===== config.mk =====
export PLATFORM = sky130hd
export DESIGN_NAME = sine_dds_source
export DESIGN_NICKNAME = d
export VERILOG_FILES = /design/src/rtl/sine_dds_source.sv
export SDC_FILE = /design/constraint.sdc
export NUM_CORES = 1
export LEC_CHECK = 0
export CORE_UTILIZATION = 60
export DETAILED_ROUTE_END_ITERATION = 12
export GPL_TIMING_DRIVEN = 1
export PLACE_DENSITY = 0.84
export RECOVER_POWER = 100
export SLEW_MARGIN = 20
export SYNTH_ARGS = -nofsm -noshare
export SYNTH_HDL_FRONTEND = slang
export SYNTH_SLANG_ARGS = --single-unit

===== constraint.sdc =====
create_clock -name clk -period 7.1 [get_ports clk]
set_input_delay 1.065 -clock clk [delete_from_list [all_inputs] [get_ports clk]]
set_output_delay 1.065 -clock clk [all_outputs]
set_load 0.01 [all_outputs]

===== src/rtl/sine_dds_source.sv =====
// sine_dds_source
//   Direct-digital-synthesis sine source. A phase accumulator, advanced on a
//   programmable sample strobe, addresses a 64-entry quarter-wave table. A
//   3-stage pipeline turns the phase into 8-bit offset-binary samples, each
//   with a one-cycle valid pulse.
//
// Parameters
//   PHASE_W  accumulator / tuning-word width (>= 8)
//   DIV      sample-strobe period in clk cycles (>= 1)
// Ports
//   clk           rising-edge clock
//   rst           synchronous reset, active high, overrides every other input
//   en            run enable; low stops new strobes, in-flight samples finish
//   phase_clr     one-cycle pulse, forces the accumulator to zero
//   freq_word     phase increment, sampled only on strobe cycles
//   sample_out    registered offset-binary sample (midscale 128 after reset)
//   sample_valid  one-cycle pulse, sample_out is new in that cycle
//   phase_wrap    one-cycle pulse, the accumulator carried out
module sine_dds_source #(
  parameter int PHASE_W = 16,
  parameter int DIV     = 4
) (
  input  logic               clk,
  input  logic               rst,
  input  logic               en,
  input  logic               phase_clr,
  input  logic [PHASE_W-1:0] freq_word,
  output logic [7:0]         sample_out,
  output logic               sample_valid,
  output logic               phase_wrap
);

  localparam int STAGES = 3;
  // Keep the prescaler at least one bit wide so DIV=1 still elaborates;
  // with CNT_MAX=0 it simply stays at zero.
  localparam int            CW      = (DIV > 1) ? $clog2(DIV) : 1;
  localparam logic [CW-1:0] CNT_MAX = CW'(DIV - 1);

  logic [CW-1:0]      cnt;
  logic [PHASE_W-1:0] phase;
  logic [PHASE_W:0]   sum;
  logic               strobe;

  // vld_pipe[0]=S1 valid, [1]=S2 valid, [2]=sample_valid
  logic [STAGES-1:0]  vld_pipe;
  logic [1:0]         q1;
  logic [5:0]         idx1;
  logic [6:0]         mag2;
  logic               neg2;
  logic [5:0]         rom_addr;
  logic [6:0]         rom_q;

  assign strobe       = en && (cnt == '0);
  assign sum          = {1'b0, phase} + {1'b0, freq_word};
  // Quadrants 1 and 3 walk the quarter table backwards.
  assign rom_addr     = q1[0] ? ~idx1 : idx1;
  assign sample_valid = vld_pipe[STAGES-1];

  // Q[k] = floor(127.5*sin(pi*(2k+1)/256) + 0.5); half-step offset keeps the
  // four quadrants symmetric about 127.5 with no repeated zero crossing.
  always_comb begin
    rom_q = '0;
    case (rom_addr)
      6'd0:  rom_q = 7'd2;   6'd1:  rom_q = 7'd5;   6'd2:  rom_q = 7'd8;   6'd3:  rom_q = 7'd11;
      6'd4:  rom_q = 7'd14;  6'd5:  rom_q = 7'd17;  6'd6:  rom_q = 7'd20;  6'd7:  rom_q = 7'd23;
      6'd8:  rom_q = 7'd26;  6'd9:  rom_q = 7'd29;  6'd10: rom_q = 7'd32;  6'd11: rom_q = 7'd36;
      6'd12: rom_q = 7'd39;  6'd13: rom_q = 7'd41;  6'd14: rom_q = 7'd44;  6'd15: rom_q = 7'd47;
      6'd16: rom_q = 7'd50;  6'd17: rom_q = 7'd53;  6'd18: rom_q = 7'd56;  6'd19: rom_q = 7'd59;
      6'd20: rom_q = 7'd61;  6'd21: rom_q = 7'd64;  6'd22: rom_q = 7'd67;  6'd23: rom_q = 7'd70;
      6'd24: rom_q = 7'd72;  6'd25: rom_q = 7'd75;  6'd26: rom_q = 7'd77;  6'd27: rom_q = 7'd80;
      6'd28: rom_q = 7'd82;  6'd29: rom_q = 7'd84;  6'd30: rom_q = 7'd87;  6'd31: rom_q = 7'd89;
      6'd32: rom_q = 7'd91;  6'd33: rom_q = 7'd93;  6'd34: rom_q = 7'd96;  6'd35: rom_q = 7'd98;
      6'd36: rom_q = 7'd100; 6'd37: rom_q = 7'd101; 6'd38: rom_q = 7'd103; 6'd39: rom_q = 7'd105;
      6'd40: rom_q = 7'd107; 6'd41: rom_q = 7'd109; 6'd42: rom_q = 7'd110; 6'd43: rom_q = 7'd112;
      6'd44: rom_q = 7'd113; 6'd45: rom_q = 7'd115; 6'd46: rom_q = 7'd116; 6'd47: rom_q = 7'd117;
      6'd48: rom_q = 7'd118; 6'd49: rom_q = 7'd120; 6'd50: rom_q = 7'd121; 6'd51: rom_q = 7'd122;
      6'd52: rom_q = 7'd122; 6'd53: rom_q = 7'd123; 6'd54: rom_q = 7'd124; 6'd55: rom_q = 7'd125;
      6'd56: rom_q = 7'd125; 6'd57: rom_q = 7'd126; 6'd58: rom_q = 7'd126; 6'd59: rom_q = 7'd127;
      6'd60: rom_q = 7'd127; 6'd61: rom_q = 7'd127; 6'd62: rom_q = 7'd127; 6'd63: rom_q = 7'd127;
      default: rom_q = '0;
    endcase
  end

  always_ff @(posedge clk) begin
    if (rst) begin
      cnt        <= '0;
      phase      <= '0;
      phase_wrap <= 1'b0;
      vld_pipe   <= '0;
      q1         <= '0;
      idx1       <= '0;
      mag2       <= '0;
      neg2       <= 1'b0;
      sample_out <= 8'd128;
    end else begin
      if (!en || cnt == CNT_MAX) cnt <= '0;
      else                       cnt <= cnt + CW'(1);

      // Clear wins over a coincident strobe; S1 below still captures the
      // pre-clear phase, so that strobe's sample is not lost.
      if (phase_clr) begin
        phase      <= '0;
        phase_wrap <= 1'b0;
      end else if (strobe) begin
        phase      <= sum[PHASE_W-1:0];
        phase_wrap <= sum[PHASE_W];
      end else begin
        phase_wrap <= 1'b0;
      end

      vld_pipe <= {vld_pipe[STAGES-2:0], strobe};

      // S1: quadrant and table index from the pre-update phase
      q1   <= phase[PHASE_W-1 -: 2];
      idx1 <= phase[PHASE_W-3 -: 6];

      // S2: mirrored table read and sign (lower half-wave for q=2,3)
      mag2 <= rom_q;
      neg2 <= q1[1];

      // S3: offset-binary output, held between valid samples
      if (vld_pipe[1])
        sample_out <= neg2 ? (8'd127 - {1'b0, mag2}) : (8'd128 + {1'b0, mag2});
    end
  end

endmodule


==> results of run 1 <==
-- routing by layer --
| metal | vias up | wire length, um |
|---|---|---|
| li1 | 1815 | - |
| met1 | 1743 | 3895 |
| met2 | 237 | 4564 |
| met3 | 45 | 838 |
| met4 | 0 | 371 |
| met5 | - | 0 |
-- worst max path at each step --
| stage | from | endpoint | slack (ns) | cells after the start |
|---|---|---|---|---|
| 4_1_cts | freq_word[0] | phase[10] | 3.90 | 8 |
| 3_5_place_dp | freq_word[0] | phase[10] | 3.58 | 8 |
| 2_1_floorplan | freq_word[0] | phase[10] | 4.19 | 7 |
| 6_report | rst | phase[10] | 3.18 | 6 |
| 3_3_place_gp | freq_word[0] | phase[10] | 3.62 | 8 |
| 5_1_grt | rst | phase[10] | 3.01 | 6 |
-- critical path: cells and delay by family --
kind            cells  cell delay, ns
compound gates      1            0.28
buf+inv             2            1.67
simple gates        3            1.09
-- kinds of logic (layout without fill, tap and decap cells) --
family,Yosys count,in the layout
adder cells (fa/ha/maj),27,27
AND/OR/NAND/NOR,174,174
XOR/XNOR,13,13
flip-flops,46,46
buffers and inverters,51,54
multiplexers,4,4
AO/OA/AOI/OAI,170,170
-- area by class of cell --
type | count | share of cell area, %
repair buffers | 34 | 7.933
multi-input cells | 388 | 63.83
flip-flops and latches | 46 | 22.54
clock buffers | 5 | 1.685
well taps | 75 | 2.297
clock inverters | 3 | 0.6126
inverters | 12 | 1.103
-- through the flow --
step	hold WS, ns	setup WS [ns]	util, %
finish	0.4669	3.179	68.19
CTS	0.4601	3.901	68.25
floorplan	0.4138	4.189	-
global route	0.4613	3.010	68.19
detailed placement	0.4479	3.578	66.69
global placement	0.4173	3.624	66.69
-- synth_stat cells (3+ instances only) --
master	n	area, um^2
a21boi_0	3	22.52
nand4_1	10	62.56
o2bb2ai_1	4	35.03
xor2_1	3	26.28
nand2_1	42	157.7
a211oi_1	15	112.6
o221ai_1	5	43.79
a22oi_1	3	22.52
mux2i_1	3	30.03
a221oi_1	7	61.31
a2111o_1	3	33.78
nand3_1	14	70.07
a211o_1	9	78.83
o211ai_1	8	60.06
a31oi_1	8	50.05
o21ai_0	22	110.1
nor4_1	3	18.77
nand2b_1	18	112.6
dfxtp_1	46	920.9
o21bai_1	4	30.03
clkbuf_1	20	75.07
and2_1	5	31.28
nor2_1	39	146.4
o22ai_1	7	43.79
nor2b_1	17	106.4
buf_2	17	85.08
a21oi_1	35	175.2
inv_1	11	41.29
a21o_1	8	60.06
nor3_1	5	25.02
ha_1	26	325.3
and3_1	6	37.54
o21a_1	3	22.52
xnor2_1	10	87.58
-- report_power, final --
part           switching, uW  internal (uW)  total, uW
clock network           94.5           71.1        166
logic                   78.1           58.0        136
registers               8.26            269        277
-- sequential cells by signal (all words and copies together), names as in the netlist --
name        flops
cnt             2
idx1            6
mag2            7
neg2            1
phase          16
phase_wrap      1
q1              2
sample_out      8
vld_pipe        3
==> impl_metrics.ini, run 1 <==
[outcome]
status = finished with violations
violations = capacitance limit, slew limit

[global_routing]
met2_usage_pct = 50.76
use_met3_pct = 5.169
antenna_found_initial = 0
grt_use_total_pct = 30.45
grt_first_pass_wirelength_um = 15620
use_met1_pct = 37.57
overflow = 0
grt_pass1_vias = 3330
grt_start_max_net_pins = 51
top_usage_layer = met2

[place]
port_buffers = 29
dp_cells = 555
place_hpwl_um = 6722
gp_congestion = 0.9185
place_area_mm2 = 0.003995

[synthesis]
synth-async-reset-ratio_pct = 0
synth_xor_area_share_pct = 3.037
synthAdderAreaFrac_pct = 9.212
synth_simple_gate_area_share_pct = 23.77
syn_avg_cell_area_um2 = 7.729
syn_area_mm2 = 0.003749
yosys.cell_types.count = 69
synth_nets = 532
synth_cells = 485
ys.flop_type = dfxtp_1
synth_edf_count = 0
synth_top_family_by_area = compound AO/OA/AOI/OAI gates
synth_compound_area_share_pct = 32.14
yosysSeqAreaShare_pct = 24.57
synth_warnings = 0
synth_seq_cells = 46
synth_mux_area_share_pct = 1.402

[clock_network]
post-cts-setup-buffers = 0
cts_num_sinks = 46
tritoncts = built
clock_latency_ns = 0.30
cts_resized = 0
postCtsHoldBufs = 0
cts.reportedPaths.clkPinSlew_ns = 0.09
cts_root_buffer = clkbuf_8
cts_buffers = 5
h-tree-depth = 2
cts_buffer_depth = 2

[sta]
hold_viol = 0
fin_crit_sh_pct = 55.22
worst_pin_slew_ns = 1.559
clock-skew-final_ns = 0.009846
min_period_ns = 3.921
setup_viol = 0
rsz0062_at_grt = no
finalSetupTns_ns = 0
slew_headroom_pct = -3.926
maxSlewViolCount = 35
fmax_ghz = 0.2550

[floorplan]
die_x_um = 81.04
die_h_um = 81.04
die_area_mm2 = 0.006567
initial_core_util_pct = 62.57
ios = 30
num_rows = 28
design.core.area_mm2 = 0.005991

[power]
max-vdd-ir-drop_v = 0.0001052
power.density_mw_per_mm2 = 141.6
total_power_uw = 578.5
p_leak_uw = 0.001586

[critical_path]
r2r_start = idx1[1]
reg2reg_to = mag2[2]
slowest_delay_ns = 1.14
setup.worst_path.class = in2reg
critPathMaxFanout = 34
endpoint_kind = flop
rr_worst_depth = 9
startpoint_type = input pin
crit_required_ns = 7.30
r2r_slack_ns = 3.99
slowest_stage = clkbuf_1
cp.arrival_ns = 4.12
cp_cell_sequence = dlygate4sd3_1 -> clkbuf_1 -> or2_0 -> nand2b_1 -> nor3_1 -> a211o_1

[min_path]
min_to = phase[3]
min_path_type = reg2reg
holdPathStages = 2
hold_path_startpoint = phase[3]

[finish]
layout.nets = 534
antennaDiodeCount = 0
fillers = 522
drive_gt1_share_pct = 3.689
mostFrequentLayoutCells = 46 x dfxtp_1, 42 x nand2_1, 39 x nor2_1, 35 x a21oi_1, 26 x ha_1
finalInstanceArea_mm2 = 0.004085
seqCellArea_um2 = 920.9
multi_input_area_mm2 = 0.002608
area_delta_synth_final_pct = 8.979
final_common_cell = dfxtp_1
fin_cells = 563

[job]
maxCapViolCount = 1

[drt]
antenna_left = 0
routed_wl_um = 9669
first_iter_violations = 542
vias_per_cell = 6.821
drc_errors = 0
vias = 3840
first_pass_iters = 8
avgRoutedWirePerCell_um = 17.17
Power figures use the tool's default switching activity.
==> run 2: changes to the inputs <==
- CORE_UTILIZATION: 60 -> 54
- PLACE_DENSITY: 0.84 -> 0.8
- clock period: 7.1 -> 3.2 ns (I/O delays scaled with it)
==> run 2 against run 1 <==
Effect of this change: the flow finishes with violations (capacitance limit); die area up 11%; design area up 1.5%; sequential share of layout area down 0.34 points; largest cell class unchanged; highest routed layer unchanged.
==> impl_metrics.ini, run 2 (synthesized netlist as in run 1, its figures left out) <==
[clock_network]
cts_buffers = 5
cts_num_sinks = 46
tritoncts = built
clock_latency_ns = 0.31
postCtsHoldBufs = 0
cts_buffer_depth = 2
cts_root_buffer = clkbuf_8
cts.reportedPaths.clkPinSlew_ns = 0.10
cts_resized = 0
post-cts-setup-buffers = 0
h-tree-depth = 2

[finish]
multi_input_area_mm2 = 0.002608
seqCellArea_um2 = 920.9
antennaDiodeCount = 0
fillers = 563
mostFrequentLayoutCells = 46 x dfxtp_1, 42 x nand2_1, 39 x nor2_1, 35 x a21oi_1, 26 x ha_1
largestRegisters = phase x16, sample_out x8, mag2 x7
finalInstanceArea_mm2 = 0.004148
drive_gt1_share_pct = 5.444
layout.nets = 542
largest_register = phase
final_common_cell = dfxtp_1
largest_reg_flops = 16
area_delta_synth_final_pct = 10.65
utilization_pct = 63.51

[sta]
clock-skew-final_ns = 0.01152
finalSetupTns_ns = 0
hold_viol = 0
setup_ws_ns = 0.3973
slew_headroom_pct = 0.3157
fmax_ghz = 0.3568
fin_crit_sh_pct = 87.58
maxSlewViolCount = 0
worst_pin_slew_ns = 1.495
rsz0062_at_grt = no
setup_viol = 0
holdWs_ns = 0.4520
min_period_ns = 2.803

[floorplan]
die_area_mm2 = 0.007279
num_rows = 29
initial_core_util_pct = 57.39
ios = 30
design.core.area_mm2 = 0.006531
die_x_um = 85.32
die_h_um = 85.32

[place]
port_buffers = 29
place_area_mm2 = 0.004058
pre_cts_slack_ns = 0.2428
gp_congestion = 1.029
place_hpwl_um = 7114

[critical_path]
startpoint_type = input pin
cp_cell_sequence = dlygate4sd3_1 -> ha_1 -> fa_1 -> a211oi_1 -> o211ai_1 -> a41oi_1 -> nor3_1 -> a211o_1
setup.worst_path.class = in2reg
slowest_stage = dlygate4sd3_1
critPathMaxFanout = 5
crit_required_ns = 3.41
cp.arrival_ns = 3.01
slowest_delay_ns = 0.54
endpoint_kind = flop

[drt]
first_iter_violations = 349
vias = 3816
first_pass_iters = 5
routed_wl_um = 9839
antenna_left = 0
avgRoutedWirePerCell_um = 17.17
drc_errors = 0
vias_per_cell = 6.660

[global_routing]
overflow = 0
grt_first_pass_wirelength_um = 16060
antenna_found_initial = 0
grt_start_max_net_pins = 34
grt_use_total_pct = 27.45
grt_pass1_vias = 3398

[job]
maxCapViolCount = 1

[power]
pwr-share-comb_pct = 23.3
p_sw_uw = 408.0
p_leak_uw = 0.001629
pwr-share-clk_pct = 28.8
swShare_pct = 31.56
internal-power_uw = 884.7
power.density_mw_per_mm2 = 311.7
max-vdd-ir-drop_v = 0.0002576
seq_power_share_pct = 47.8

[outcome]
status = finished with violations
violations = capacitance limit

[min_path]
min_path_type = reg2reg
run 2: cell types whose count changed in the layout (fill, tap and decap cells not counted):
cell             before  now
and2_0                0    1
and2_1                5    4
buf_4                 4   12
clkdlybuf4s50_1      18   16
dlygate4sd3_1        11   13
or2_0                 1    0
or2_2                 1    2
run 2: final cells by class:
class	count	share of cell area, %
clock buffer	5	1.659
clock inverter	3	0.6033
inverter	12	1.086
multi-input combinational	388	62.87
sequential	46	22.20
tap	77	2.323
timing repair buffer	42	9.261
run 2: stage by stage:
step / total power [uW] / cells
after floorplan: 837.4 / 485
after CTS: 1295 / 573
final: 1293 / 573
after detailed placement: 927.6 / 565
after global routing: 1355 / 573
after global placement: 921.6 / 565
run 2: critical path: cells and delay by family:
| family | cells | cell delay [ns] |
|---|---|---|
| adder cells (fa/ha/maj) | 2 | 0.68 |
| AO/OA/AOI/OAI | 4 | 1.24 |
| AND/OR/NAND/NOR | 1 | 0.07 |
| buffers and inverters | 1 | 0.54 |
run 2: worst paths after layout:
check	start	endpoint	slack, ns	cells past startpoint
worst max-delay path	freq_word[0]	phase[10]	0.40	8
worst min-delay path	q1[1]	neg2	0.45	1
worst max register to register	q1[0]	mag2[2]	0.42	9
worst min register to register	q1[1]	neg2	0.45	1
run 2: power groups by stage:
stage | clock (uW) | combinational, uW | sequential (uW)
2_1_floorplan | 0 | 216 | 621
3_3_place_gp | 0 | 291 | 630
3_5_place_dp | 0 | 296 | 632
4_1_cts | 379 | 298 | 619
5_1_grt | 404 | 329 | 622
6_report | 373 | 301 | 619
run 2: layer usage:
layer | share of wire (%) | vias up | track usage (%)
li1 | - | 1840 | -
met1 | 42 | 1723 | 35.88
met2 | 46 | 212 | 43.18
met3 | 8.3 | 41 | 5.058
met4 | 4.0 | 0 | 14.55
met5 | 0 | - | 0
